**config.mk**
```make
export PLATFORM = sky130hd
export DESIGN_NAME = instr_loader
export DESIGN_NICKNAME = d
export VERILOG_FILES = /design/src/rtl/instr_loader_pkg.sv /design/src/rtl/instr_loader_byte_assembler.sv /design/src/rtl/instr_loader.sv
export SDC_FILE = /design/constraint.sdc
export NUM_CORES = 1
export LEC_CHECK = 0
export BUFFER_PORTS_ARGS = -buffer_cell sky130_fd_sc_hd__buf_2
export CAP_MARGIN = 20
export CORE_ASPECT_RATIO = 1.75
export CORE_MARGIN = 2
export CORE_UTILIZATION = 57
export CTS_CLUSTER_DIAMETER = 40
export DETAILED_ROUTE_END_ITERATION = 8
export PLACE_DENSITY = 0.86
export SETUP_SLACK_MARGIN = 0.1
export SYNTH_ARGS = -nofsm -noshare
export SYNTH_HDL_FRONTEND = slang
export SYNTH_SLANG_ARGS = --single-unit
```
**constraint.sdc**
```tcl
create_clock -name clk_i -period 2.7 [get_ports clk_i]
set_input_delay 0.135 -clock clk_i [delete_from_list [all_inputs] [get_ports clk_i]]
set_output_delay 0.135 -clock clk_i [all_outputs]
set_load 0.01 [all_outputs]
```
**src/rtl/instr_loader_pkg.sv**
```systemverilog
// Shared types and constants for the boot-time program loader.
// The optional checksum trailer is enabled with INSTR_LOADER_CHECKSUM_EN.
package instr_loader_pkg;

    typedef enum logic [2:0] {
        S_IDLE  = 3'd0,
        S_LEN   = 3'd1,
        S_DATA  = 3'd2,
        S_WRITE = 3'd3,
        S_CHK   = 3'd4,
        S_DONE  = 3'd5,
        S_ERR   = 3'd6
    } state_e;

    localparam int unsigned BYTES_PER_WORD = 4;
    localparam int unsigned DEF_MEM_DEPTH  = 100;
    localparam int unsigned DEF_BASE_ADR   = 0;
    localparam int unsigned DEF_LEN_W      = 16;

    // States in which the loader pulls bytes from the receiver.
    function automatic logic rx_open(state_e s);
        return (s == S_LEN) || (s == S_DATA) || (s == S_CHK) || (s == S_ERR);
    endfunction

    function automatic logic is_busy(state_e s);
        return (s == S_LEN) || (s == S_DATA) || (s == S_WRITE) || (s == S_CHK);
    endfunction

endpackage

```
**src/rtl/instr_loader_byte_assembler.sv**
```systemverilog
// Packs big-endian bytes into 32-bit words; word_valid_o flags the byte that completes a word.
module instr_loader_byte_assembler
    import instr_loader_pkg::*;
(
    input  logic        clk_i,
    input  logic        rst_ni,
    input  logic        clr_i,
    input  logic        in_valid_i,
    input  logic [7:0]  in_byte_i,
    output logic [31:0] word_o,
    output logic        word_valid_o
);

    logic [23:0] sh_q;
    logic [1:0]  cnt_q;

    // The fourth byte is taken straight from the input so the word is ready on its handshake.
    assign word_o       = {sh_q, in_byte_i};
    assign word_valid_o = in_valid_i && (cnt_q == 2'(BYTES_PER_WORD - 1));

    always_ff @(posedge clk_i or negedge rst_ni) begin
        if (!rst_ni) begin
            sh_q  <= '0;
            cnt_q <= '0;
        end else if (clr_i) begin
            sh_q  <= '0;
            cnt_q <= '0;
        end else if (in_valid_i) begin
            sh_q  <= {sh_q[15:0], in_byte_i};
            cnt_q <= cnt_q + 2'd1;
        end
    end

endmodule

```
**src/rtl/instr_loader.sv**
```systemverilog
// Boot loader: receives a length-prefixed byte image, writes it word by word into memory,
// then releases the core. Define INSTR_LOADER_CHECKSUM_EN for the trailing XOR checksum byte.
module instr_loader
    import instr_loader_pkg::*;
#(
    parameter int unsigned MEM_DEPTH = DEF_MEM_DEPTH,
    parameter int unsigned BASE_ADR  = DEF_BASE_ADR,
    parameter int unsigned LEN_W     = DEF_LEN_W
) (
    input  logic             clk_i,
    input  logic             rst_ni,
    input  logic             start_i,
    input  logic [7:0]       rx_data_i,
    input  logic             rx_valid_i,
    output logic             rx_ready_o,
    output logic             instr_en_o,
    output logic [31:0]      mem_adr_o,
    output logic [31:0]      mem_in_o,
    output logic             cpu_res_o,
    output logic             busy_o,
    output logic             done_o,
    output logic             err_o,
    output logic [LEN_W-1:0] word_cnt_o
);

    localparam int unsigned LenBytes = LEN_W / 8;

`ifdef INSTR_LOADER_CHECKSUM_EN
    localparam state_e SEnd = S_CHK;
`else
    localparam state_e SEnd = S_DONE;
`endif

    state_e           state_q, state_d;
    logic             rx_ready_q, instr_en_q, cpu_res_q, busy_q, done_q, err_q;
    logic [31:0]      adr_q, mem_in_q;
    logic [LEN_W-1:0] len_q, cnt_q, len_next, cnt_inc;
    logic [7:0]       len_cnt_q;
    logic             accept, start_ok, len_last, asm_valid, word_valid;
    logic [31:0]      word;
`ifdef INSTR_LOADER_CHECKSUM_EN
    logic [7:0]       csum_q;
`endif

    assign accept   = rx_valid_i && rx_ready_q;
    assign start_ok = start_i && ((state_q == S_IDLE) || (state_q == S_DONE) ||
                                  (state_q == S_ERR));
    assign len_last = (len_cnt_q == 8'(LenBytes - 1));
    assign cnt_inc  = cnt_q + LEN_W'(1);

    if (LEN_W == 8) begin : g_len_one
        assign len_next = rx_data_i;
    end else begin : g_len_multi
        assign len_next = {len_q[LEN_W-9:0], rx_data_i};
    end

    assign asm_valid = accept && (state_q == S_DATA);

    instr_loader_byte_assembler u_asm (
        .clk_i        (clk_i),
        .rst_ni       (rst_ni),
        .clr_i        (start_ok),
        .in_valid_i   (asm_valid),
        .in_byte_i    (rx_data_i),
        .word_o       (word),
        .word_valid_o (word_valid)
    );

    always_comb begin
        state_d = state_q;
        unique case (state_q)
            S_IDLE, S_DONE, S_ERR: begin
                if (start_i) state_d = S_LEN;
            end
            S_LEN: begin
                if (accept && len_last) begin
                    if (len_next == '0)                  state_d = SEnd;
                    else if (32'(len_next) > MEM_DEPTH)  state_d = S_ERR;
                    else                                 state_d = S_DATA;
                end
            end
            S_DATA: begin
                if (word_valid) state_d = S_WRITE;
            end
            S_WRITE: begin
                state_d = (cnt_inc == len_q) ? SEnd : S_DATA;
            end
`ifdef INSTR_LOADER_CHECKSUM_EN
            S_CHK: begin
                if (accept) state_d = (rx_data_i == csum_q) ? S_DONE : S_ERR;
            end
`endif
            default: state_d = S_IDLE;
        endcase
    end

    // Outputs are registered from the next state so they line up with the state register.
    always_ff @(posedge clk_i or negedge rst_ni) begin
        if (!rst_ni) begin
            state_q    <= S_IDLE;
            rx_ready_q <= 1'b0;
            instr_en_q <= 1'b0;
            cpu_res_q  <= 1'b0;
            busy_q     <= 1'b0;
            done_q     <= 1'b0;
            err_q      <= 1'b0;
            adr_q      <= '0;
            mem_in_q   <= '0;
            len_q      <= '0;
            cnt_q      <= '0;
            len_cnt_q  <= '0;
`ifdef INSTR_LOADER_CHECKSUM_EN
            csum_q     <= '0;
`endif
        end else begin
            state_q    <= state_d;
            rx_ready_q <= rx_open(state_d);
            instr_en_q <= (state_d == S_WRITE);
            busy_q     <= is_busy(state_d);
            done_q     <= (state_d == S_DONE);
            err_q      <= (state_d == S_ERR);
            cpu_res_q  <= (state_d == S_DONE);
            if (start_ok) begin
                adr_q     <= 32'(BASE_ADR);
                len_q     <= '0;
                cnt_q     <= '0;
                len_cnt_q <= '0;
`ifdef INSTR_LOADER_CHECKSUM_EN
                csum_q    <= '0;
`endif
            end
            if (accept && (state_q == S_LEN)) begin
                len_q     <= len_next;
                len_cnt_q <= len_cnt_q + 8'd1;
            end
            if (word_valid) mem_in_q <= word;
`ifdef INSTR_LOADER_CHECKSUM_EN
            if (asm_valid) csum_q <= csum_q ^ rx_data_i;
`endif
            if (state_q == S_WRITE) begin
                adr_q <= adr_q + 32'd1;
                cnt_q <= cnt_inc;
            end
        end
    end

    assign rx_ready_o = rx_ready_q;
    assign instr_en_o = instr_en_q;
    assign mem_adr_o  = adr_q;
    assign mem_in_o   = mem_in_q;
    assign cpu_res_o  = cpu_res_q;
    assign busy_o     = busy_q;
    assign done_o     = done_q;
    assign err_o      = err_q;
    assign word_cnt_o = cnt_q;

endmodule

```
# Yosys cells after proc, flatten, opt, wreduce, memory -nomap -nowiden
# Index checks and enable logic that the tools add are counted.
[word_totals] out_inout_bits=86 mem_count=0 latch_bits=0 rom_bits=0 regBits=138 in_bits=12 word_cells=69 ram_bits=0
[op_classes] multipliers=0 n_bitwise=0 n_div=0 reduce_logical=19 muxes=18 order_cmp=1 eq_ne=14 add_sub_neg=4 shift=0
[op_table] op="2-to-1 mux 32 bit" count=2
[op_table] op="2-to-1 mux 16 bit" count=3
[op_table] op="2-to-1 mux 24 bit" count=2
[op_table] op="adder 32 x 1 -> 32 bit (second input constant)" count=1
[op_table] op="2-to-1 mux 3 bit" count=6
[op_table] op="adder 16 x 1 -> 16 bit (second input constant)" count=1
[op_table] op="equality test 16 bit" count=1
[op_table] op="> comparator 16 x 7 -> 1 bit (second input constant)" count=1
[op_table] op="zero test 16 bit" count=1
[op_table] op="2-to-1 mux 8 bit" count=2
[op_table] op="equality test 3 bit (second input constant)" count=5
[op_table] op="equality test 3 x 2 -> 1 bit (second input constant)" count=4
[op_table] op="one-hot mux 3 bit (4 select lines)" count=1
[op_table] op="adder 8 x 1 -> 8 bit (second input constant)" count=1
[op_table] op="equality test 8 x 1 -> 1 bit (second input constant)" count=1
[op_table] op="logical OR 1 bit" count=7
[op_table] op="equality test 3 x 1 -> 1 bit (second input constant)" count=2
[op_table] op="logical AND 1 bit" count=6
[op_table] op="nonzero test 2 bit" count=3
[op_table] op="2-to-1 mux 2 bit" count=2
[op_table] op="zero test 3 bit" count=1
[op_table] op="OR reduction 3 bit" count=1
[op_table] op="adder 2 x 1 -> 2 bit (second input constant)" count=1
[op_table] op="equality test 2 bit (second input constant)" count=1

# Depth between registers and ports, before layout
# Gate-level depths: netlist of the first run.
[depth] word_depth=9 mapped_depth=8 mapped_depth_nobuf=8

# By module
# Synthesis of the first run repeated with hierarchy kept, for this count alone.
[hier_totals] cells_unflattened=645 area_unflattened_um2=6688.9
[by_module_without_submodules] mod="instr_loader" area_per_inst_um2=5535.3 seq_area_each_um2=2802.7 instances=1 cells_per_inst=551
[by_module_without_submodules] mod="instr_loader_byte_assembler" area_per_inst_um2=1153.6 seq_area_each_um2=650.6 instances=1 cells_per_inst=94

# Worst setup path after synthesis of the first run
# Ideal clock, no wire load.
[synth_timing] kind="reg2reg" start="register len_cnt_q[1]" end="register rx_ready_q (netlist: rx_ready_o)" t_arrival_ps=2031 path_slack_ps=549 n_path_buf=0 period_less_slack_ps=2151 required_ps=2580 path_stages_with_launch=9 setup_ps=120 path_cell_list="dfrtp_1 inv_1 ha_1 or4b_4 nor3_2 o21ai_1 a211o_1 mux2_4 and3_1"
[synth_between] elab_chain_len=8 elab_cells_between_ends=11 cone_classes="5 x eq/ne; 2 x mux; 4 x reduce/logical"
[synth_lines] element="from (decl)" line="instr_loader.sv:38" rtl="logic [7:0] len_cnt_q;"
[synth_lines] element="from (signal assigned)" line="instr_loader.sv:134" rtl="len_cnt_q <= len_cnt_q + 8'd1;"
[synth_lines] element="equality test 8 x 1 -> 1 bit *" line="instr_loader.sv:48" rtl="assign len_last = (len_cnt_q == 8'(LenBytes - 1));"
[synth_lines] element="logical AND 1 bit *" line="instr_loader.sv:76" rtl="if (accept && len_last) begin"
[synth_lines] element="2-to-1 mux 3 bit *" line="instr_loader.sv:76"
[synth_lines] element="one-hot mux 3 bit (4 select lines) *" line="instr_loader.sv:71" rtl="unique case (state_q)"
[synth_lines] element="equality test 3 x 1 -> 1 bit / equality test 3 x 2 -> 1 bit (equally long branches)" line="instr_loader_pkg.sv:22" rtl="return (s == S_LEN) || (s == S_DATA) || (s == S_CHK) || (s == S_ERR);"
[synth_lines] element="logical OR 1 bit (2 in series)" line="instr_loader_pkg.sv:22"
[synth_lines] element="logical OR 1 bit *" line="instr_loader_pkg.sv:22"
[synth_lines] element="to (signal assigned)" line="instr_loader.sv:117" rtl="rx_ready_q <= rx_open(state_d);"
[synth_lines] element="to (decl)" line="instr_loader.sv:35" rtl="logic rx_ready_q, instr_en_q, cpu_res_q, busy_q, done_q, err_q;"
# Every way passes the cells marked *; elsewhere a longest branch is shown, timed or not.
# A chain may end at the register's enable or synchronous reset.

# Worst setup path in the final report of the first run
[layout_timing] start="register cnt_q[0] (netlist: word_cnt_o[0])" end="register state_q[1]"
[layout_between] elab_chain_len=4
[layout_lines] element="from (decl)" line="instr_loader.sv:37" rtl="logic [LEN_W-1:0] len_q, cnt_q, len_next, cnt_inc;"
[layout_lines] element="from (signal assigned)" line="instr_loader.sv:142" rtl="cnt_q <= cnt_inc;"
[layout_lines] element="adder 16 x 1 -> 16 bit" line="instr_loader.sv:49" rtl="assign cnt_inc = cnt_q + LEN_W'(1);"
[layout_lines] element="equality test 16 bit" line="instr_loader.sv:86" rtl="state_d = (cnt_inc == len_q) ? SEnd : S_DATA;"
[layout_lines] element="2-to-1 mux 3 bit" line="instr_loader.sv:86"
[layout_lines] element="one-hot mux 3 bit (4 select lines)" line="instr_loader.sv:71"
[layout_lines] element="net state_d[1]" line="instr_loader.sv:34" rtl="state_e state_q, state_d;"
[layout_lines] element="to (signal assigned)" line="instr_loader.sv:116" rtl="state_q <= state_d;"
[layout_lines] element="to (decl)" line="instr_loader.sv:34"
# The timed path passes the listed nets, and every way through them passes these cells.

==> flow_metrics.tcl, run 1 <==
set metrics [dict create \
    setup_viol 0 \
    path_clk_slew_ns 0.06 \
    worstPathArrival_ns 2.74 \
    end_kind "register" \
    netlist_area_um2 6640 \
    routed-via-count 5735 \
    max_slew_margin 0.578 \
    fin_util 0.693 \
    grt_pass1_vias 5783 \
    initial_core_util 0.580 \
    insertedDiodeCount 0 \
    avgViaCountPerCell 6.11 \
    cts_setup_buffers 0 \
    startpoint "word_cnt_o[0]$_DFFE_PN0P_" \
    dp_hpwl_um 11600 \
    wl_um 17500 \
    ios 98 \
    hp-class "in -> reg" \
    detail-route-antenna-nets 0 \
    fin_nets 810 \
    p_leak_nw 3.95 \
    clkLatencyLatePin_ns 0.43 \
    die_h_um 147 \
    synth-edff-count 0 \
    startpoint_type "register" \
    track_usage 0.289 \
    cts_tree "built" \
    fmax_mhz 408 \
    finClkSkew_ns 0.0108 \
    die_area_um2 12600 \
    reg2regPathDepth 7 \
    rsz0062_at_grt "false" \
    fillers 843 \
    chipWidth_um 85.6 \
    synth-async-reset-ratio 1.00 \
    syn_inst 701 \
    tns_ns 0 \
    status "finished, final reports clean" \
    timing.final.crit_share 0.908 \
    cts_root_buf "clkbuf_16" \
    grt_antenna_before_repair 0 \
    io_buffers 97 \
    synth_nets 718 \
    worstPathRequired_ns 2.99 \
    finalWeightedCongestion 0.879 \
    tightest_slew_ns 0.633 \
    peakVddDrop_mv 0.739 \
    ys_types 60 \
    worstReg2RegEnd "state_q[1]$_DFF_PN0_" \
    synth_warnings 0 \
    final_layout_size_suffix_gt1_frac 0.223 \
    fin_total_pwr_mw 6.68 \
    power_density_nw_per_um2 843 \
    cp_max_fo 8 \
    critPathKind "reg -> reg" \
    grt_pass1_wl_um 28500 \
    synthToLayoutAreaGrowth_pct 19.5 \
    ys_seq_area_frac 0.520 \
    r2r_slack_ns 0.25 \
    period_minus_slack_ns 2.45 \
    ys.flop_type "dfrtp_1" \
    ff_latch_area_um2 3450 \
    hold_viol 0 \
    drtPass1Iterations 5 \
    rows 52 \
    htreeDepth 4 \
    syn_area_per_cell_um2 9.47 \
    grt_max_degree 69 \
    drt_iter0_drc 441 \
    reg2reg_from "word_cnt_o[0]$_DFFE_PN0P_" \
    remaining_drc_errors 0 \
    core_area_um2 11500 \
    cap_violations 0 \
    multi_input_area_um2 2990 \
    clockBufferDepth 2 \
    grt_overflow 0 \
    wl_per_cell_um 18.6 \
    cts_buffers 17 \
    endpoint "state_q[1]$_DFF_PN0_" \
    cts.sinks 138 \
    synth_seq_cells 138 \
    drv_slew 0 \
]
## synth_stat cells, types with 6 or more instances
library cell / instances / area (um2)
xor2_1: 10 / 87.6
buf_2: 6 / 30.0
nor3_1: 7 / 35.0
o211ai_1: 6 / 45.0
mux2_2: 24 / 270
and3_1: 10 / 62.6
nor4_1: 8 / 50.1
inv_1: 10 / 37.5
o21ai_0: 61 / 305
nand4_1: 16 / 100
dfrtp_1: 138 / 3450
a31oi_1: 6 / 37.5
clkbuf_1: 32 / 120
mux2i_1: 17 / 170
nand2_1: 168 / 631
nor2_1: 34 / 128
nand3_1: 24 / 120
a21oi_1: 33 / 165
o31ai_1: 16 / 120
xnor2_1: 12 / 105
## flip-flops by register name, summed over array words and instances, names as in the netlist
name         cells
err_o            1
state_q          3
u_asm.sh_q      24
u_asm.cnt_q      2
mem_adr_o       32
busy_o           1
mem_in_o        32
len_cnt_q        8
instr_en_o       1
len_q           16
rx_ready_o       1
word_cnt_o      16
done_o           1
## layout make-up
| type | count | area share |
|---|---|---|
| repair buffers | 113 | 0.0797 |
| clock inverters | 11 | 0.0246 |
| well taps | 135 | 0.0213 |
| flip-flops and latches | 138 | 0.435 |
| clock buffers | 19 | 0.0571 |
| multi-input cells | 512 | 0.377 |
| inverters | 11 | 0.00521 |
## worst max-delay path: stages (launching register included)
cell and delay (ns):
dfrtp_1 0.46, ha_1 0.30, and3_1 0.35, nand4_1 0.13, a2111oi_1 0.50, nand2_1 0.13, nor4_2 0.32, o21ai_0 0.14
## per-stage QoR
step / hold WS [ns] / cells / setup slack (ns) / area, um2
2_1_floorplan: -0.161 / 701 / 0.549 / 6640
3_5_place_dp: 0.169 / 906 / 0.246 / 7250
3_3_place_gp: 0.177 / 906 / 0.316 / 7250
6_report: 0.00424 / 939 / 0.249 / 7930
4_1_cts: 0.000564 / 939 / 0.209 / 7920
5_1_grt: 0.0212 / 939 / 0.0658 / 7930
## how the worst min path moves through the flow
stage / slack, ns / depth (start not counted) / endpoint / start
4_1_cts: 0.0006 / 3 / len_q[2]$_DFFE_PN0P_ / rx_data_i[2]
3_5_place_dp: 0.17 / 1 / u_asm.sh_q[19]$_DFFE_PN0P_ / rst_ni
2_1_floorplan: -0.16 / 0 / busy_o$_DFF_PN0_ / rst_ni
6_report: 0.004 / 3 / len_q[2]$_DFFE_PN0P_ / rx_data_i[2]
5_1_grt: 0.02 / 3 / len_q[2]$_DFFE_PN0P_ / rx_data_i[2]
3_3_place_gp: 0.18 / 1 / mem_in_o[13]$_DFFE_PN0P_ / rst_ni
## layout by cell type, fill, tap and decap left out, drive strengths merged, types with 10 or more instances in the layout
| cell | netlist | routed |
|---|---|---|
| mux2i | 17 | 17 |
| buf | 8 | 110 |
| dfrtp | 138 | 138 |
| xnor2 | 12 | 12 |
| o31ai | 16 | 16 |
| mux2 | 25 | 25 |
| nand3 | 24 | 24 |
| a21oi | 33 | 33 |
| nor2 | 35 | 35 |
| nor4 | 10 | 10 |
| nand2 | 168 | 168 |
| inv | 11 | 11 |
| clkbuf | 32 | 19 |
| xor2 | 10 | 10 |
| o21ai | 62 | 62 |
| and3 | 11 | 11 |
| nand4 | 17 | 17 |
## routing by layer
metal,track usage,vias to the layer above,share of wire
met5,0,-,0
met4,0.139,0,0.042
met3,0.0522,67,0.051
met2,0.515,244,0.55
met1,0.326,2791,0.36
li1,-,2633,-
## where the power goes
group | switching [mW] | total, mW | leakage (nW) | internal, mW
clock | 0.891 | 2.57 | 0.307 | 1.68
sequential | 0.313 | 2.62 | 1.90 | 2.30
combinational | 0.946 | 1.50 | 1.74 | 0.555
total | 2.15 | 6.68 | 3.95 | 4.53
## logic make-up (layout without fill, tap and decap cells)
| family | count (synthesis) | in the layout | synth area share |
|---|---|---|---|
| AOI/OAI and AO/OA | 140 | 140 | 0.123 |
| xor gates and xnor gates | 23 | 23 | 0.0324 |
| adders and majority gates | 5 | 5 | 0.00943 |
| buffers and inverters | 51 | 154 | 0.0311 |
| DFF | 138 | 138 | 0.520 |
| muxes | 42 | 42 | 0.0686 |
| and+or+nand+nor | 302 | 302 | 0.215 |
## timing repair
action                     in CTS  in global routing
hold buffers                    3                  0
resized for setup               0                  1
setup endpoints to repair       0                  2
hold endpoints to repair       68                  0
(Power assumes the default switching activity.)
==> run 2, diff against run 1 <==
--- a/config.mk
+++ b/config.mk
@@ -13,7 +13,7 @@
 export CTS_CLUSTER_DIAMETER = 40
 export DETAILED_ROUTE_END_ITERATION = 8
 export PLACE_DENSITY = 0.86
-export SETUP_SLACK_MARGIN = 0.1
+export SETUP_SLACK_MARGIN = 0.5
 export SYNTH_ARGS = -nofsm -noshare
 export SYNTH_HDL_FRONTEND = slang
 export SYNTH_SLANG_ARGS = --single-unit
==> flow_metrics.tcl, run 2 (synthesis gave the netlist of run 1 again) <==
set metrics [dict create \
    routed-via-count 5875 \
    fillers 809 \
    final_cell_mix "167 x nand2_1, 127 x dfrtp_1, 96 x buf_2, 60 x o21ai_0, 33 x nor2_1" \
    fmax_mhz 453 \
    reg2reg_from "len_cnt_q[1]$_DFFE_PN0P_" \
    min_from "rx_data_i[2]" \
    wl_met3_um 1060 \
    design_area_um2 8140 \
    final_layout_size_suffix_gt1_frac 0.260 \
    finalWeightedCongestion 0.879 \
    synthToLayoutAreaGrowth_pct 22.6 \
    power_density_nw_per_um2 843 \
    worstPathArrival_ns 2.51 \
    power_switching_share 0.326 \
    drt_iter0_drc 502 \
    stdcell_count 945 \
    end_kind "register" \
    insertedDiodeCount 0 \
    endpoint "rx_ready_o$_DFF_PN0_" \
    ff_latch_area_um2 3470 \
    fin_nets 816 \
    grt_max_degree 69 \
    period_minus_slack_ns 2.21 \
    dp_cells 906 \
    cts.sinks 138 \
    dp_hpwl_um 11600 \
    hold_viol 0 \
    grt_pass1_vias 5868 \
    tns_ns 0 \
    startpoint_type "register" \
    worstPathRequired_ns 3.01 \
    core_area_um2 11500 \
    drtPass1Iterations 6 \
    remaining_drc_errors 0 \
    wl_met1_um 6380 \
    critPathKind "reg -> reg" \
    die_h_um 147 \
    track_usage 0.292 \
    finClkSkew_ns 0.00779 \
    intPower_mw 4.62 \
    cap_violations 0 \
    final_common_cell "nand2_1" \
    avgViaCountPerCell 6.22 \
    drv_slew 0 \
    hp-class "in -> reg" \
    ios 98 \
    chipWidth_um 85.6 \
    cts_tree "built" \
    die_area_um2 12600 \
    cp_max_fo 5 \
    clkLatencyLatePin_ns 0.42 \
    p_switching_mw 2.24 \
    wl_um 18000 \
    grt_antenna_before_repair 0 \
    peakVddDrop_mv 0.754 \
    p_clk_frac 0.373 \
    startpoint "len_cnt_q[1]$_DFFE_PN0P_" \
    grt_overflow 0 \
    cts_buffers 17 \
    seqPwrFrac 0.383 \
    dpl_cell_area_um2 7250 \
    detail-route-antenna-nets 0 \
    max_slew_margin 0.577 \
    status "finished, final reports clean" \
    rsz0062_at_grt "true" \
    initial_core_util 0.580 \
    reg2regPathDepth 7 \
    cts_root_buf "clkbuf_16" \
    htreeDepth 4 \
    grt_pass1_wl_um 28900 \
    wl_per_cell_um 19.1 \
    r2r_slack_ns 0.49 \
    path_clk_slew_ns 0.05 \
    multi_input_area_um2 3130 \
    worstReg2RegEnd "rx_ready_o$_DFF_PN0_" \
    holdPathStages 3 \
    tightest_slew_ns 0.635 \
    rows 52 \
    maxUsedRoutingLayer "met4" \
    setup_viol 0 \
    io_buffers 97 \
    power_frac_comb 0.244 \
    wl_met2_um 9820 \
    clockBufferDepth 2 \
    timing.final.crit_share 0.817 \
    p_leak_nw 4.03 \
]
[run 2: cell types whose count changed in the layout (fill, tap and decap cells not counted), sizes merged]
cell,change
buf,+6
[run 2: how the worst min path moves through the flow]
| stage | endpoint | slack [ns] |
|---|---|---|
| after floorplan | busy_o$_DFF_PN0_ | -0.16 |
| after global placement | mem_in_o[13]$_DFFE_PN0P_ | 0.18 |
| after detailed placement | u_asm.sh_q[19]$_DFFE_PN0P_ | 0.17 |
| after CTS | len_q[2]$_DFFE_PN0P_ | 0.0006 |
| after global routing | len_q[2]$_DFFE_PN0P_ | 0.02 |
| final | len_q[2]$_DFFE_PN0P_ | 0.02 |
[run 2: final cells by class]
class / count / area share
tap: 135 / 0.0208
multi-input combinational: 512 / 0.385
inverter: 11 / 0.00508
clock inverter: 11 / 0.0240
sequential: 138 / 0.426
timing repair buffer: 119 / 0.0832
clock buffer: 19 / 0.0557
[run 2: timing repair]
action,CTS,global route
hold buffers,3,0
resized for setup,18,20
hold endpoints to repair,68,0
pin swaps,2,1
setup buffers,2,4
endpoints found under the setup margin,9,25
[run 2: routing by layer]
metal | track usage | vias to the layer above
met5 | 0 | -
met3 | 0.0551 | 79
met1 | 0.329 | 2865
met2 | 0.521 | 287
li1 | - | 2644
met4 | 0.143 | 0
[run 2: metrics by stage]
stage | setup slack, ns | power [mW] | hold WS, ns | utilization
floorplan | 0.549 | 3.56 | -0.161 | -
global placement | 0.316 | 3.99 | 0.177 | 0.633
global route | 0.462 | 7.12 | 0.0212 | 0.710
finish | 0.494 | 6.86 | 0.0164 | 0.710
CTS | 0.514 | 6.72 | 0.000564 | 0.700
detailed placement | 0.246 | 4.07 | 0.169 | 0.633
[run 2: worst max-delay path, cell delays in order, from the launching register on]
cell,delay [ns]
dfrtp_2,0.41
inv_1,0.06
ha_1,0.13
or4b_4,0.47
nor4_2,0.33
a32oi_1,0.21
mux2_4,0.31
and3_1,0.18
[run 2: power groups by stage]
stage / combinational (mW) / sequential, mW / clock, mW
2_1_floorplan: 1.03 / 2.53 / 0
3_3_place_gp: 1.37 / 2.62 / 0
3_5_place_dp: 1.44 / 2.63 / 0
4_1_cts: 1.53 / 2.61 / 2.57
5_1_grt: 1.82 / 2.64 / 2.65
6_report: 1.67 / 2.63 / 2.56
==> run 3, diff against run 2 <==
--- a/config.mk
+++ b/config.mk
@@ -9,10 +9,10 @@
 export CAP_MARGIN = 20
 export CORE_ASPECT_RATIO = 1.75
 export CORE_MARGIN = 2
-export CORE_UTILIZATION = 57
+export CORE_UTILIZATION = 52
 export CTS_CLUSTER_DIAMETER = 40
 export DETAILED_ROUTE_END_ITERATION = 8
-export PLACE_DENSITY = 0.86
+export PLACE_DENSITY = 0.83
 export SETUP_SLACK_MARGIN = 0.5
 export SYNTH_ARGS = -nofsm -noshare
 export SYNTH_HDL_FRONTEND = slang
==> constraint.sdc (replaced) <==
create_clock -name clk_i -period 1.92 [get_ports clk_i]
set_input_delay 0.096 -clock clk_i [delete_from_list [all_inputs] [get_ports clk_i]]
set_output_delay 0.096 -clock clk_i [all_outputs]
set_load 0.01 [all_outputs]
==> flow_metrics.tcl, run 3 (synthesis gave the netlist of run 1 again) <==
set metrics [dict create \
    power_switching_share 0.405 \
    final_layout_size_suffix_gt1_frac 0.547 \
    rows 54 \
    clockBufferDepth 2 \
    power_frac_comb 0.469 \
    grt_max_degree 57 \
    avgViaCountPerCell 7.08 \
    cts_tree "built" \
    critPathKind "reg -> reg" \
    setup_slack_ns -0.885 \
    maxUsedRoutingLayer "met5" \
    worstPathArrival_ns 3.09 \
    max_slew_margin 0.164 \
    ios 98 \
    die_area_um2 13700 \
    wl_met3_um 4380 \
    reg2reg_from "word_cnt_o[6]$_DFFE_PN0P_" \
    p_leak_nw 5.44 \
    initial_core_util 0.534 \
    final_cell_mix "119 x dfrtp_1, 117 x nand2_1, 96 x buf_2, 86 x buf_4, 34 x buf_6" \
    rsz0062_at_grt "true" \
    chipWidth_um 89.4 \
    routed-via-count 8034 \
    worstPathRequired_ns 2.20 \
    remaining_drc_errors 0 \
    p_clk_frac 0.236 \
    fmax_mhz 356 \
    power_density_nw_per_um2 1170 \
    hp-class "in -> reg" \
    die_h_um 153 \
    cts.sinks 138 \
    wl_met2_um 16400 \
    drv_slew 0 \
    finClkSkew_ns 0.0108 \
    drtPass1Iterations 8 \
    hold_viol 0 \
    peakVddDrop_mv 0.723 \
    grt_overflow 0 \
    stdcell_count 1135 \
    design_area_um2 11100 \
    fin_util 0.892 \
    endpoint "state_q[1]$_DFF_PN0_" \
    clkLatencyLatePin_ns 0.44 \
    fin_nets 969 \
    cts_buffers 17 \
    detail-route-antenna-nets 0 \
    finalWeightedCongestion 0.929 \
    drt_iter0_drc 1070 \
    status "complete, but fails checks" \
    cap_violations 0 \
    dpl_cell_area_um2 8050 \
    timing.final.crit_share 1.46 \
    dp_hpwl_um 13200 \
    tightest_slew_ns 1.24 \
    wl_um 35600 \
    grt_pass1_vias 7585 \
    core_area_um2 12400 \
    cp_max_fo 4 \
    r2r_slack_ns -0.89 \
    intPower_mw 7.71 \
    violations "negative setup slack" \
    period_minus_slack_ns 2.81 \
    setup_viol 83 \
    p_switching_mw 5.24 \
    end_kind "register" \
    startpoint "word_cnt_o[6]$_DFFE_PN0P_" \
    worstReg2RegEnd "state_q[1]$_DFF_PN0_" \
    wl_met1_um 10100 \
    htreeDepth 4 \
    cts_root_buf "clkbuf_16" \
    io_buffers 97 \
    seqPwrFrac 0.295 \
    grt_pass1_wl_um 41800 \
    final_common_cell "dfrtp_1" \
    startpoint_type "register" \
    wl_per_cell_um 31.4 \
    reg2regPathDepth 8 \
    tns_ns -14.87 \
    path_clk_slew_ns 0.07 \
    synthToLayoutAreaGrowth_pct 67.0 \
    track_usage 0.416 \
    grt_antenna_before_repair 3 \
    dp_cells 1004 \
]
[run 3: area by class of cell]
class	instances	area (um2)
Timing Repair Buffer	271	2610
Clock buffer	24	462
Inverter	11	41.3
Tap cell	168	210
Sequential cell	138	3480
Fill cell	481	1350
Antenna cell	2	5.00
Clock inverter	8	47.5
Multi-Input combinational cell	513	4230
[run 3: repair_timing]
item | 4_1_cts | 5_1_grt
cloned | 15 | 4
endpoints found under the setup margin | 137 | 137
endpoints found under the hold margin | 67 | 0
gates resized for setup | 186 | 170
setup buffers | 32 | 36
hold buffers | 10 | 0
pin swaps | 28 | 52
[run 3: critical path, stage by stage (launching register included)]
cell and delay [ns]:
dfrtp_2 0.46, buf_6 0.16, and4_1 0.44, nand2_1 0.32
o221ai_2 0.29, nand2_1 0.14, nor4_4 0.52, buf_4 0.22
o21ai_2 0.10
[run 3: power groups by stage]
stage / Clock (mW) / Combinational, mW / Sequential (mW)
finish: 3.06 / 6.07 / 3.82
global route: 3.15 / 6.25 / 3.82
CTS: 2.89 / 4.03 / 3.65
detailed placement: 0 / 2.40 / 3.70
global placement: 0 / 2.32 / 3.68
floorplan: 0 / 1.66 / 3.60
[run 3: stage by stage]
stage	power (mW)	hold WS [ns]	setup WS, ns
global placement	5.99	0.0836	-0.139
global route	13.2	0.0395	-0.889
finish	13.0	0.0511	-0.885
floorplan	5.26	-0.200	-0.115
CTS	10.6	0.0468	-0.125
detailed placement	6.10	0.0973	-0.171
[run 3: metal layers]
metal  global-route usage  vias to the layer above
li1                     -                     2966
met1                0.390                     3740
met2                0.689                      873
met3                0.150                      453
met4                0.341                        2
met5                    0                        -
[run 3: worst min path at each step]
stage                     slack (ns)                         to         start  cells after the start
after global placement          0.08  word_cnt_o[6]$_DFFE_PN0P_        rst_ni                      1
after global routing            0.04       len_q[4]$_DFFE_PN0P_  rx_data_i[4]                      4
after detailed placement         0.1   mem_in_o[19]$_DFFE_PN0P_        rst_ni                      1
final                           0.05       len_q[4]$_DFFE_PN0P_  rx_data_i[4]                      4
after floorplan                -0.20           busy_o$_DFF_PN0_        rst_ni                      0
after CTS                       0.05       len_q[3]$_DFFE_PN0P_  rx_data_i[3]                      4
